### config.mk
export PLATFORM = sky130hd
export DESIGN_NAME = sys_ctrl
export DESIGN_NICKNAME = d
export VERILOG_FILES = /design/src/rtl/sys_ctrl.sv
export SDC_FILE = /design/constraint.sdc
export NUM_CORES = 1
export LEC_CHECK = 0
export BUFFER_PORTS_ARGS = -buffer_cell sky130_fd_sc_hd__buf_2
export CAP_MARGIN = 0
export CORE_AREA = 2 2 263 265
export DETAILED_ROUTE_END_ITERATION = 8
export DIE_AREA = 0 0 265 267
export GPL_TIMING_DRIVEN = 0
export PLACE_DENSITY = 0.52
export SYNTH_ARGS = -nofsm -noshare
export SYNTH_HDL_FRONTEND = slang
export SYNTH_SLANG_ARGS = --single-unit
export TNS_END_PERCENT = 20
### constraint.sdc
create_clock -name clk -period 4.6 [get_ports clk]
set_input_delay 0.69 -clock clk [delete_from_list [all_inputs] [get_ports clk]]
set_output_delay 0.69 -clock clk [all_outputs]
set_load 0.03 [all_outputs]
### src/rtl/sys_ctrl.sv
// sys_ctrl: serialises one system request (CSR access, trap, xRET) at a time.
// The sequence is accept -> drain older instructions -> one-cycle CSR issue ->
// one-cycle response (writeback + redirect). Issue stays stalled throughout.
module sys_ctrl #(
   parameter int unsigned DRAIN_TIMEOUT = 255
) (
   input  logic        clk,
   input  logic        rst,
   // request from execute
   input  logic        req_valid,
   output logic        req_ready,
   input  logic [63:0] req_pc,
   input  logic [4:0]  req_op,
   input  logic [11:0] req_csr,
   input  logic [63:0] req_tval,
   input  logic [63:0] req_wdata,
   input  logic [4:0]  req_rd,
   input  logic        pipe_busy,
   // CSR file interface
   output logic [63:0] csr_pc,
   output logic [4:0]  csr_op,
   output logic [63:0] csr_tval,
   output logic [63:0] csr_wdata,
   input  logic [63:0] csr_rdata,
   input  logic        csr_r_valid,
   input  logic        csr_invalid,
   input  logic        csr_trap_en,
   input  logic [63:0] csr_trap_pc,
   // pipeline control
   output logic        busy,
   output logic        wb_valid,
   output logic [4:0]  wb_rd,
   output logic [63:0] wb_data,
   output logic        redir_valid,
   output logic [63:0] redir_pc,
   output logic        hang_err
);

   // SYSOP codes shared with the CSR file; bit 4 flags an exception.
   localparam logic [4:0] SYSOP_CSR_W = 5'h01;
   localparam logic [4:0] SYSOP_CSR_S = 5'h02;
   localparam logic [4:0] SYSOP_CSR_C = 5'h03;

   localparam int unsigned CntW   = $clog2(DRAIN_TIMEOUT + 1);
   localparam logic [CntW-1:0] CntMax = CntW'(DRAIN_TIMEOUT);

   if (DRAIN_TIMEOUT < 1) begin : gen_bad_timeout
      $error("sys_ctrl: DRAIN_TIMEOUT must be at least 1");
   end

   typedef enum logic [1:0] {
      StIdle,
      StDrain,
      StIssue,
      StResp
   } state_e;

   state_e state_q, state_d;

   // request fields captured at acceptance; req_* may change afterwards
   logic [63:0] pc_q;
   logic [4:0]  op_q;
   logic [11:0] csr_q;
   logic [63:0] tval_q;
   logic [63:0] wdata_q;
   logic [4:0]  rd_q;

   // drain watchdog
   logic [CntW-1:0] cnt_q, cnt_d;
   logic            hang_q, hang_d;

   // CSR-side operand registers; they hold their value outside ISSUE
   logic [63:0] csr_pc_q;
   logic [63:0] csr_tval_q;
   logic [63:0] csr_wdata_q;

   // CSR response captured at the end of ISSUE
   logic [63:0] rdata_q;
   logic        r_valid_q;
   logic        invalid_q;
   logic        trap_en_q;
   logic [63:0] trap_pc_q;

   logic accept;
   logic issue_load;
   logic is_csr_op;

   assign accept     = (state_q == StIdle) && req_valid;
   assign issue_load = (state_q == StDrain) && !pipe_busy;
   assign is_csr_op  = (op_q == SYSOP_CSR_W) || (op_q == SYSOP_CSR_S) || (op_q == SYSOP_CSR_C);

   // State, watchdog and sticky hang flag
   always_ff @(posedge clk) begin
      if (rst) begin
         state_q <= StIdle;
         cnt_q   <= '0;
         hang_q  <= 1'b0;
      end else begin
         state_q <= state_d;
         cnt_q   <= cnt_d;
         hang_q  <= hang_d;
      end
   end

   // Capture the request when it is accepted
   always_ff @(posedge clk) begin
      if (rst) begin
         pc_q    <= '0;
         op_q    <= '0;
         csr_q   <= '0;
         tval_q  <= '0;
         wdata_q <= '0;
         rd_q    <= '0;
      end else if (accept) begin
         pc_q    <= req_pc;
         op_q    <= req_op;
         csr_q   <= req_csr;
         tval_q  <= req_tval;
         wdata_q <= req_wdata;
         rd_q    <= req_rd;
      end
   end

   // Load CSR operands on entry to ISSUE so they are valid for that whole cycle
   always_ff @(posedge clk) begin
      if (rst) begin
         csr_pc_q    <= '0;
         csr_tval_q  <= '0;
         csr_wdata_q <= '0;
      end else if (issue_load) begin
         csr_pc_q    <= pc_q;
         // CSR ops carry the CSR address on the tval lane
         csr_tval_q  <= is_csr_op ? {52'b0, csr_q} : tval_q;
         csr_wdata_q <= wdata_q;
      end
   end

   // Sample the CSR file's answer at the end of the single ISSUE cycle
   always_ff @(posedge clk) begin
      if (rst) begin
         rdata_q   <= '0;
         r_valid_q <= 1'b0;
         invalid_q <= 1'b0;
         trap_en_q <= 1'b0;
         trap_pc_q <= '0;
      end else if (state_q == StIssue) begin
         rdata_q   <= csr_rdata;
         r_valid_q <= csr_r_valid;
         invalid_q <= csr_invalid;
         trap_en_q <= csr_trap_en;
         trap_pc_q <= csr_trap_pc;
      end
   end

   // Next-state, drain watchdog and sequence outputs
   always_comb begin
      state_d     = state_q;
      cnt_d       = cnt_q;
      hang_d      = hang_q;
      req_ready   = 1'b0;
      busy        = 1'b1;
      csr_op      = '0;
      wb_valid    = 1'b0;
      wb_rd       = '0;
      wb_data     = '0;
      redir_valid = 1'b0;
      redir_pc    = '0;

      unique case (state_q)
         StIdle: begin
            req_ready = 1'b1;
            busy      = 1'b0;
            cnt_d     = '0;
            if (req_valid) begin
               state_d = StDrain;
            end
         end
         StDrain: begin
            if (!pipe_busy) begin
               state_d = StIssue;
               cnt_d   = '0;
            end else begin
               // count only cycles spent still waiting; saturate at the limit
               if (cnt_q != CntMax) begin
                  cnt_d = cnt_q + 1'b1;
               end
               if (cnt_d == CntMax) begin
                  hang_d = 1'b1;
               end
            end
         end
         StIssue: begin
            csr_op  = op_q;
            state_d = StResp;
         end
         StResp: begin
            redir_valid = 1'b1;
            redir_pc    = trap_en_q ? trap_pc_q : pc_q + 64'd4;
            wb_valid    = r_valid_q & ~invalid_q & (rd_q != 5'd0);
            wb_rd       = rd_q;
            wb_data     = rdata_q;
            state_d     = StIdle;
         end
         default: begin
            state_d = StIdle;
         end
      endcase
   end

   assign csr_pc    = csr_pc_q;
   assign csr_tval  = csr_tval_q;
   assign csr_wdata = csr_wdata_q;
   assign hang_err  = hang_q;

endmodule
Yosys cells after proc, flatten, opt, wreduce, memory -nomap -nowiden
Cells that the tools add are included.
{"block": "totals", "regBits": 548, "input_bits": 349, "output_inout_bits": 335, "word_cells": 60}
{"block": "op_classes", "addsub": 2, "eq_ne": 10, "n_mux": 18, "bitwise_logic": 3, "n_reduce_logical": 10}
{"op": "64-bit two-way mux", "n": 4}
{"op": "64-bit by 3-bit adder with 64-bit output (second input constant)", "n": 1}
{"op": "8-bit two-way mux", "n": 4}
{"op": "8-bit case mux with 2 select lines", "n": 1}
{"op": "5-bit by 2-bit equality test with 1-bit output (second input constant)", "n": 2}
{"op": "5-bit two-way mux", "n": 2}
{"op": "8-bit by 1-bit adder with 8-bit output (second input constant)", "n": 1}
{"op": "8-bit equality test (second input constant)", "n": 1}
{"op": "8-bit inequality test (second input constant)", "n": 1}
{"op": "2-bit case mux with 4 select lines", "n": 1}
{"op": "5-bit by 1-bit equality test with 1-bit output (second input constant)", "n": 1}
{"op": "5-bit nonzero test", "n": 1}
{"op": "2-bit equality test (second input constant)", "n": 2}
{"op": "1-bit two-way mux", "n": 4}
{"op": "2-bit two-way mux", "n": 2}
{"op": "2-bit inequality test (second input constant)", "n": 2}
{"op": "3-bit AND reduction", "n": 1}
{"op": "1-bit AND", "n": 2}
{"op": "2-bit by 1-bit equality test with 1-bit output (second input constant)", "n": 1}
{"op": "1-bit logical AND", "n": 2}
{"op": "2-bit logical NOT", "n": 1}
{"op": "1-bit logical OR", "n": 2}
{"op": "2-bit AND reduction", "n": 1}
{"op": "2-bit nonzero test", "n": 1}
{"op": "2 further kinds", "n": 2}

Logic depth before layout (Yosys ltp)
Gate-level depths: netlist of run 1.
{"block": "logic_depth", "depth_word": 6, "depth_mapped": 9, "depth_no_buf": 7}

Least setup slack after synthesis of run 1
No wires, ideal clock.
{"block": "synth_path", "path_kind": "register -> output", "startpoint": "register pc_q[12]", "endpoint": "output port redir_pc[61]", "t_arrival_ns": 2.686, "t_required_ns": 3.910, "setup_slack_ns": 1.224, "path_stages_with_launch": 9, "path_buffers": 2, "path_cell_list": "dfxtp_1 buf_2 nand4_2 or4_4 buf_6 nor4_4 nand3_2 or3_1 a31oi_1"}
{"block": "synth_between", "elab_chain_cells": 3}
{"item": "start: declaration", "line": "61", "source": "logic [63:0] pc_q;"}
{"item": "start signal: assignment", "line": "115", "source": "pc_q <= req_pc;"}
{"item": "64-bit by 3-bit adder with 64-bit output", "line": "198", "source": "redir_pc = trap_en_q ? trap_pc_q : pc_q + 64'd4;"}
{"item": "64-bit two-way mux", "line": "198"}
{"item": "64-bit two-way mux", "line": "169", "source": "unique case (state_q)"}
{"item": "end: declaration", "line": "35", "source": "output logic [63:0] redir_pc,"}
Every way passes these cells.

Worst setup path in the final report of run 1
{"block": "layout_path", "startpoint": "register pc_q[10]", "endpoint": "output port redir_pc[63]"}
Same word-level chain as after synthesis.

==> qor_table.md, run 1 <==
| Metric | This run |
|:---|:---|
| Result of the run | complete, no violations |
| Worst-Skew Late Latency | 0.63 ns |
| Layout cells sized above 1 | 22.43% |
| Max Fanout on Critical Path | 8 |
| Post-route DRC | 0 |
| I/O pin count | 684 |
| Vert. Die Dim | 267 um |
| Clock slew at reported path FFs | 0.06 ns |
| Wire length of the first global-routing pass | 127,000 um |
| Most common library cell in the layout ignoring fill and taps | sky130_fd_sc_hd__nand2_1 |
| Overall routed net length | 87,850 um |
| Period utilization | 96.74% |
| Combined global-route utilization of all metal layers | 23.68% |
| Critical-path top delay cell | sky130_fd_sc_hd__nor4_4 |
| Most used cells in the layout excluding fill and tap cells | sky130_fd_sc_hd__nand2_1 (772), sky130_fd_sc_hd__buf_2 (684), sky130_fd_sc_hd__dfxtp_1 (548) |
| Longest individual stage delay on the worst path | 0.90 ns |
| Maximum number of pins on one net before global-route repair | 17 |
| DR WL/cell | 19.98 um |
| Least setup slack across all paths after layout | 0.1500 ns |
| Post-DP HPWL | 67,030 um |
| Pwr dens | 517.5 nW/um2 |
| Number of enable flip-flop cells after synthesis | 0 |
| Main flop type after synthesis | sky130_fd_sc_hd__dfxtp_1 |
| Iteration count of the initial detailed-routing pass | 5 |
| Arrival time of data at the critical path endpoint | 3.76 ns |
| Die area | 70,760 um2 |
| Combined buffer and inverter count along the critical path | 2 |
| Minimum setup slack after placement | 0.6525 ns |
| Sort of element at the end of the critical path | output pin |
| Nets | 3,815 |
| Number of synthesized register bits | 548 |
| Number of levels in the clock H-tree | 2 |
| Final setup viols | 0 |
| Asr flop ratio synth | 0% |
| Maximum frequency from static timing analysis | 0.2247 GHz |
| Count of cell types in the netlist | 47 |
| Total number of vias | 21,280 |
| Max-cap violation count | 0 |
| CTS Hold Buffers Added | 0 |
| Overall die width | 265 um |
| Worst setup path category | reg -> out |
| Fraction of the yosys area taken by sequential cells | 50.44% |
| CP Cell Sequence | clkbuf_1 -> and4_1 -> nand4_1 -> nor4_4 -> nand2_2 -> or3_1 -> a31oi_1 -> buf_2 |
| Count of fill cells added during filler insertion | 7,379 |
| Leakage power total | 11.66 nW |
| Type of the most critical hold path | in -> reg |
| Shortest period the worst path allows | 4.450 ns |
| Worst-case hold slack | 0.2893 ns |
| Mean area per synthesized cell | 8.020 um2 |
| Syn Std Cell Area | 21,750 um2 |
| Detail-routed via count per cell | 4.837 |
| Initial Utilization | 31.99% |
| R2R depth | 8 |
| Final core utilization | 41.59% |
| Std-Cell Rows | 96 |
| Worst-case vdd ir drop | 0.2861 mV |
| CTS buffer count | 61 |
| RSZ-0062 raised after global routing | no |
| Number of nets with antenna violations after routing | 0 |
| Tightest slew margin relative to the limit | 13.35% |
| Tightest Pin Transition | 1.300 ns |
| Kind of start point of the critical path | flop |
| Vias in the first global route | 20,370 |
| Total gr overflow | 0 |
| Worst flop-to-flop path startpoint | state_q[0]$_SDFFE_PP0P_ |
| Drt initial violations | 1,380 |
| Max Root-Sink Buffers | 3 |
| # port buffers | 682 |
| Synth Warn # | 0 |
| Sinks on the clock net | 548 |
| Cells resized by post-CTS repair | 0 |
| Clock tree from TritonCTS | done |
| Top Family by Delay on Critical Path | simple AND/OR/NAND/NOR gates |
| Final-report max-slew violation count | 0 |
| Worst hold path cell count | 3 |
| Final hold violation count | 0 |
| Crit path depth | 8 |
| Weighted congestion at the end of routability-driven global placement | 0.8492 |
| Post-Route Setup TNS | 0 ns |
| Placeable core region | 67,990 um2 |
| Number of antenna violations at the first check in global routing | 27 |
| Pwr Total | 0.01463 W |
| Startpoint of the most critical setup path | pc_q[10]$_SDFFE_PP0P_ |
| Area added between synthesis and finish | 29.98% |
| Worst path required time | 3.91 ns |
| Gate count of the mapped netlist | 2,712 |
| Syn nets | 3,067 |
| Hold_sp | req_tval[7] |
| Root buf cell | sky130_fd_sc_hd__clkbuf_16 |
| Skew final | 0.01518 ns |
final cells by class:
cell class / instances / area (um2) / area share [%]
well taps: 882 / 1104 / 3.903
multi-input cells: 1935 / 9899 / 35.02
repair buffers: 685 / 3436 / 12.15
inverters: 9 / 33.78 / 0.1195
clock buffers: 94 / 1782 / 6.302
clock inverters: 13 / 170.2 / 0.6019
diodes: 12 / 30.03 / 0.1062
flip-flops and latches: 548 / 10970 / 38.80
plain buffers: 220 / 847.1 / 2.996
worst reg2reg max path, stage by stage, from the launching register on:
cell and delay (ns):
sky130_fd_sc_hd__dfxtp_1 0.34, sky130_fd_sc_hd__inv_1 0.09, sky130_fd_sc_hd__ha_1 0.45, sky130_fd_sc_hd__and2_1 0.19, sky130_fd_sc_hd__clkbuf_1 0.59, sky130_fd_sc_hd__clkbuf_1 0.88
sky130_fd_sc_hd__clkbuf_1 0.48, sky130_fd_sc_hd__nand2_1 0.11, sky130_fd_sc_hd__a21oi_1 0.14
cells in the mapped netlist, types with 2 or more instances:
| master | n | share of area, % |
|---|---|---|
| sky130_fd_sc_hd__inv_1 | 9 | 0.16 |
| sky130_fd_sc_hd__clkbuf_1 | 201 | 3.5 |
| sky130_fd_sc_hd__nand4b_1 | 3 | 0.12 |
| sky130_fd_sc_hd__o21ai_0 | 60 | 1.4 |
| sky130_fd_sc_hd__mux2i_1 | 148 | 6.8 |
| sky130_fd_sc_hd__or3_1 | 2 | 0.058 |
| sky130_fd_sc_hd__buf_2 | 2 | 0.046 |
| sky130_fd_sc_hd__and2_1 | 87 | 2.5 |
| sky130_fd_sc_hd__o21ba_1 | 3 | 0.14 |
| sky130_fd_sc_hd__a211oi_1 | 13 | 0.45 |
| sky130_fd_sc_hd__nor2_1 | 167 | 2.9 |
| sky130_fd_sc_hd__nand3_1 | 74 | 1.7 |
| sky130_fd_sc_hd__nand4_2 | 2 | 0.12 |
| sky130_fd_sc_hd__nor4_4 | 2 | 0.20 |
| sky130_fd_sc_hd__nand2b_1 | 4 | 0.12 |
| sky130_fd_sc_hd__a22oi_1 | 2 | 0.069 |
| sky130_fd_sc_hd__buf_1 | 14 | 0.24 |
| sky130_fd_sc_hd__a21oi_1 | 445 | 10 |
| sky130_fd_sc_hd__nand4_1 | 22 | 0.63 |
| sky130_fd_sc_hd__and4_1 | 8 | 0.32 |
| sky130_fd_sc_hd__xor2_1 | 34 | 1.4 |
| sky130_fd_sc_hd__buf_6 | 2 | 0.10 |
| sky130_fd_sc_hd__a31oi_1 | 10 | 0.29 |
| sky130_fd_sc_hd__xnor2_1 | 22 | 0.89 |
| sky130_fd_sc_hd__nand2_1 | 772 | 13 |
| sky130_fd_sc_hd__o211a_1 | 5 | 0.23 |
| sky130_fd_sc_hd__nor3_1 | 9 | 0.21 |
| sky130_fd_sc_hd__nor4_1 | 5 | 0.14 |
| sky130_fd_sc_hd__nor2b_1 | 4 | 0.12 |
| sky130_fd_sc_hd__and3_1 | 12 | 0.35 |
| sky130_fd_sc_hd__ha_1 | 6 | 0.35 |
| sky130_fd_sc_hd__dfxtp_1 | 548 | 50 |
report_power, final:
part | leakage (nW) | internal (W) | total [W] | switching (W)
clock | 0.959 | 0.00281 | 0.00483 | 0.00202
combinational | 6.25 | 0.00120 | 0.00386 | 0.00266
sequential | 4.46 | 0.00546 | 0.00594 | 0.000478
total | 11.7 | 0.00948 | 0.0146 | 0.00516
sequential cells by signal, indices dropped and copies added (netlist names):
register	cells
csr_q	12
rdata_q	64
state_q	2
csr_wdata	64
tval_q	64
op_q	5
csr_tval	64
invalid_q	1
trap_en_q	1
hang_err	1
cnt_q	8
csr_pc	64
rd_q	5
trap_pc_q	64
r_valid_q	1
pc_q	64
wdata_q	64
stage by stage:
stage,area [um2],cells
detailed placement,26270,4276
CTS,28240,4386
finish,28270,4398
global placement,26270,4276
floorplan,21750,2712
global route,28260,4393
kinds of logic (layout without fill, tap and decap cells):
group	count (synthesis)	count (layout)	synth area share (%)
and+or+nand+nor	1182	1182	23.12
DFF	548	548	50.44
AOI/OAI and AO/OA	543	543	12.98
buffers and inverters	229	1021	4.050
muxes	148	148	6.811
xor gates and xnor gates	56	56	2.255
adders and majority gates	6	6	0.3451
other	0	12	0
layer usage:
layer	global-route usage (%)	share of wire [%]	vias up
met2	40.36	48	668
met3	6.191	7.3	151
met5	0	0.24	-
met4	6.795	2.5	32
met1	29.40	42	9929
li1	-	-	10500
path summary, 6_finish.rpt:
path	end	slack (ns)
worst max-delay path	redir_pc[63]	0.15
worst min-delay path	tval_q[7]$_SDFFE_PP0P_	0.29
worst min register to register	csr_wdata[23]$_SDFFE_PP0P_	0.45
worst max register to register	wdata_q[7]$_SDFFE_PP0P_	1.26
what timing repair did:
item | 4_1_cts | 5_1_grt
endpoints found under the setup margin | 1 | 3
pin swaps | 1 | 1
setup buffers | 3 | 0
endpoints found under the hold margin | 0 | 0
Power figures use the tool's default switching activity.
==> run 2: changes to the inputs <==
MAX_ROUTING_LAYER = met4   (was not set)
==> qor_table.md, run 2 (synthesized netlist as in run 1, its figures left out) <==
| Metric | This run | Delta |
|:---|:---|:---|
| Vias in the first global route | 20,370 | -0.0098% |
| Wire length of the first global-routing pass | 126,900 um | about the same |
| CTS buffer count | 61 | unchanged |
| Overall die width | 265 um | unchanged |
| Cells resized by post-CTS repair | 0 | unchanged |
| # port buffers | 682 | unchanged |
| Overall routed net length | 87,720 um | -0.14% |
| Top Family by Delay on Critical Path | simple AND/OR/NAND/NOR gates |  |
| Clock slew at reported path FFs | 0.06 ns | about the same |
| Worst-case vdd ir drop | 0.2857 mV | -0.13% |
| Most used cells in the layout excluding fill and tap cells | sky130_fd_sc_hd__nand2_1 (772), sky130_fd_sc_hd__buf_2 (684), sky130_fd_sc_hd__dfxtp_1 (548) |  |
| Result of the run | complete, no violations |  |
| Max Root-Sink Buffers | 3 | unchanged |
| Combined buffer and inverter count along the critical path | 2 | unchanged |
| Post-DP HPWL | 67,030 um | unchanged |
| Weighted congestion at the end of routability-driven global placement | 0.8632 | +1.6% |
| Max Fanout on Critical Path | 8 | unchanged |
| CTS Hold Buffers Added | 0 | unchanged |
| Sort of element at the end of the critical path | output pin |  |
| Drt initial violations | 1,382 | +0.14% |
| Finished Cell Area | 28,310 um2 | +0.14% |
| Placeable core region | 67,990 um2 | unchanged |
| Minimum setup slack after placement | 0.6525 ns | unchanged |
| Final hold violation count | 0 | unchanged |
| Detail-routed via count per cell | 4.813 | -0.50% |
| Root buf cell | sky130_fd_sc_hd__clkbuf_16 |  |
| Skew final | 0.01665 ns | +0.001468 ns |
| Critical-path top delay cell | sky130_fd_sc_hd__nor4_4 |  |
| Worst-Skew Late Latency | 0.63 ns | about the same |
| Tightest slew margin relative to the limit | 14.06% | +0.70 points |
| Maximum frequency from static timing analysis | 0.2247 GHz | about the same |
| Initial Utilization | 31.99% | unchanged |
| Shortest period the worst path allows | 4.451 ns | +0.001065 ns |
| Kind of start point of the critical path | flop |  |
| Clock tree from TritonCTS | done |  |
| Number of nets with antenna violations after routing | 0 | unchanged |
| Worst setup path category | reg -> out |  |
| Post-Route Setup TNS | 0 ns | unchanged |
| Total number of vias | 21,250 | -0.14% |
| Tightest Pin Transition | 1.289 ns | -0.01057 ns |
| Leakage power total | 11.66 nW | about the same |
| Nets | 3,815 | unchanged |
| Combined global-route utilization of all metal layers | 24.37% | +0.68 points |
| Max-cap violation count | 0 | unchanged |
| Most common library cell in the layout ignoring fill and taps | sky130_fd_sc_hd__nand2_1 |  |
| Final setup viols | 0 | unchanged |
| Post-route DRC | 0 | unchanged |
| Vert. Die Dim | 267 um | unchanged |
| Period utilization | 96.76% | about the same |
| Sinks on the clock net | 548 | unchanged |
| Std-Cell Rows | 96 | unchanged |
| Number of levels in the clock H-tree | 2 | unchanged |
| Longest individual stage delay on the worst path | 0.90 ns | about the same |
| Layout cells sized above 1 | 22.43% | unchanged |
| Maximum number of pins on one net before global-route repair | 17 | unchanged |
| Total gr overflow | 0 | unchanged |
| Placed instance area | 26,270 um2 | unchanged |
| Arrival time of data at the critical path endpoint | 3.76 ns | about the same |
| Type of the most critical hold path | in -> reg |  |
| Iteration count of the initial detailed-routing pass | 5 | unchanged |
| Worst path required time | 3.91 ns | about the same |
| Area added between synthesis and finish | 30.17% |  |
| RSZ-0062 raised after global routing | no |  |
| DR WL/cell | 19.87 um | -0.51% |
| Pwr Total | 0.01464 W | about the same |
| Number of antenna violations at the first check in global routing | 26 | -3.7% |
| Pwr dens | 517.0 nW/um2 | -0.10% |
| Die area | 70,760 um2 | unchanged |
| CP Cell Sequence | clkbuf_1 -> and4_1 -> nand4_1 -> nor4_4 -> nand2_2 -> or3_1 -> a31oi_1 -> buf_2 |  |
| Least setup slack across all paths after layout | 0.1490 ns | -0.001065 ns |
| Final-report max-slew violation count | 0 | unchanged |
| I/O pin count | 684 | unchanged |
## run 2: path summary, 6_finish.rpt
kind	depth (start not counted)	end	slack, ns	start
max	8	redir_pc[63]	0.15	pc_q[10]$_SDFFE_PP0P_
min	3	tval_q[7]$_SDFFE_PP0P_	0.29	req_tval[7]
max reg2reg	8	wdata_q[7]$_SDFFE_PP0P_	1.24	state_q[0]$_SDFFE_PP0P_
min reg2reg	2	csr_wdata[23]$_SDFFE_PP0P_	0.45	wdata_q[23]$_SDFFE_PP0P_
## run 2: power breakdown
group / internal (W) / switching (W)
clock: 0.00281 / 0.00202
combinational: 0.00120 / 0.00266
sequential: 0.00546 / 0.000475
total: 0.00948 / 0.00516
## run 2: layout make-up
type | count | area (um2)
Fill cell | 7371 | 39670
Sequential cell | 548 | 10970
Multi-Input combinational cell | 1935 | 9899
Timing Repair Buffer | 685 | 3436
Clock buffer | 94 | 1782
Tap cell | 882 | 1104
Buffer | 220 | 847.1
Clock inverter | 13 | 170.2
Antenna cell | 28 | 70.07
Inverter | 9 | 33.78
## run 2: worst register-to-register path: stages, from the launching register on
cell                       delay [ns]
sky130_fd_sc_hd__dfxtp_1         0.34
sky130_fd_sc_hd__inv_1           0.09
sky130_fd_sc_hd__ha_1            0.45
sky130_fd_sc_hd__and2_1          0.19
sky130_fd_sc_hd__clkbuf_1        0.59
sky130_fd_sc_hd__clkbuf_1        0.89
sky130_fd_sc_hd__clkbuf_1        0.49
sky130_fd_sc_hd__nand2_1         0.11
sky130_fd_sc_hd__a21oi_1         0.14
## run 2: what timing repair did
action	4_1_cts	5_1_grt
setup buffers	3	0
pin swaps	1	1
endpoints found under the setup margin	1	3
## run 2: routing by layer
metal  GRT usage (%)  routed length (um)  vias to the layer above  part of all wire [%]
met3           6.098                5885                      122                   6.7
met1           29.42               37600                     9969                    43
met2           40.35               42030                      656                    48
met4           6.795                2215                        0                   2.5
met5               -                   0                        -                     0
li1                -                   -                    10500                     -
## run 2: per-stage QoR
step	utilization [%]	cells	hold slack, ns
finish	41.64	4414	0.2899
floorplan	-	2712	0.4322
global route	41.63	4411	0.2738
global placement	38.64	4276	0.4368
detailed placement	38.64	4276	0.4409
CTS	41.54	4386	0.2598
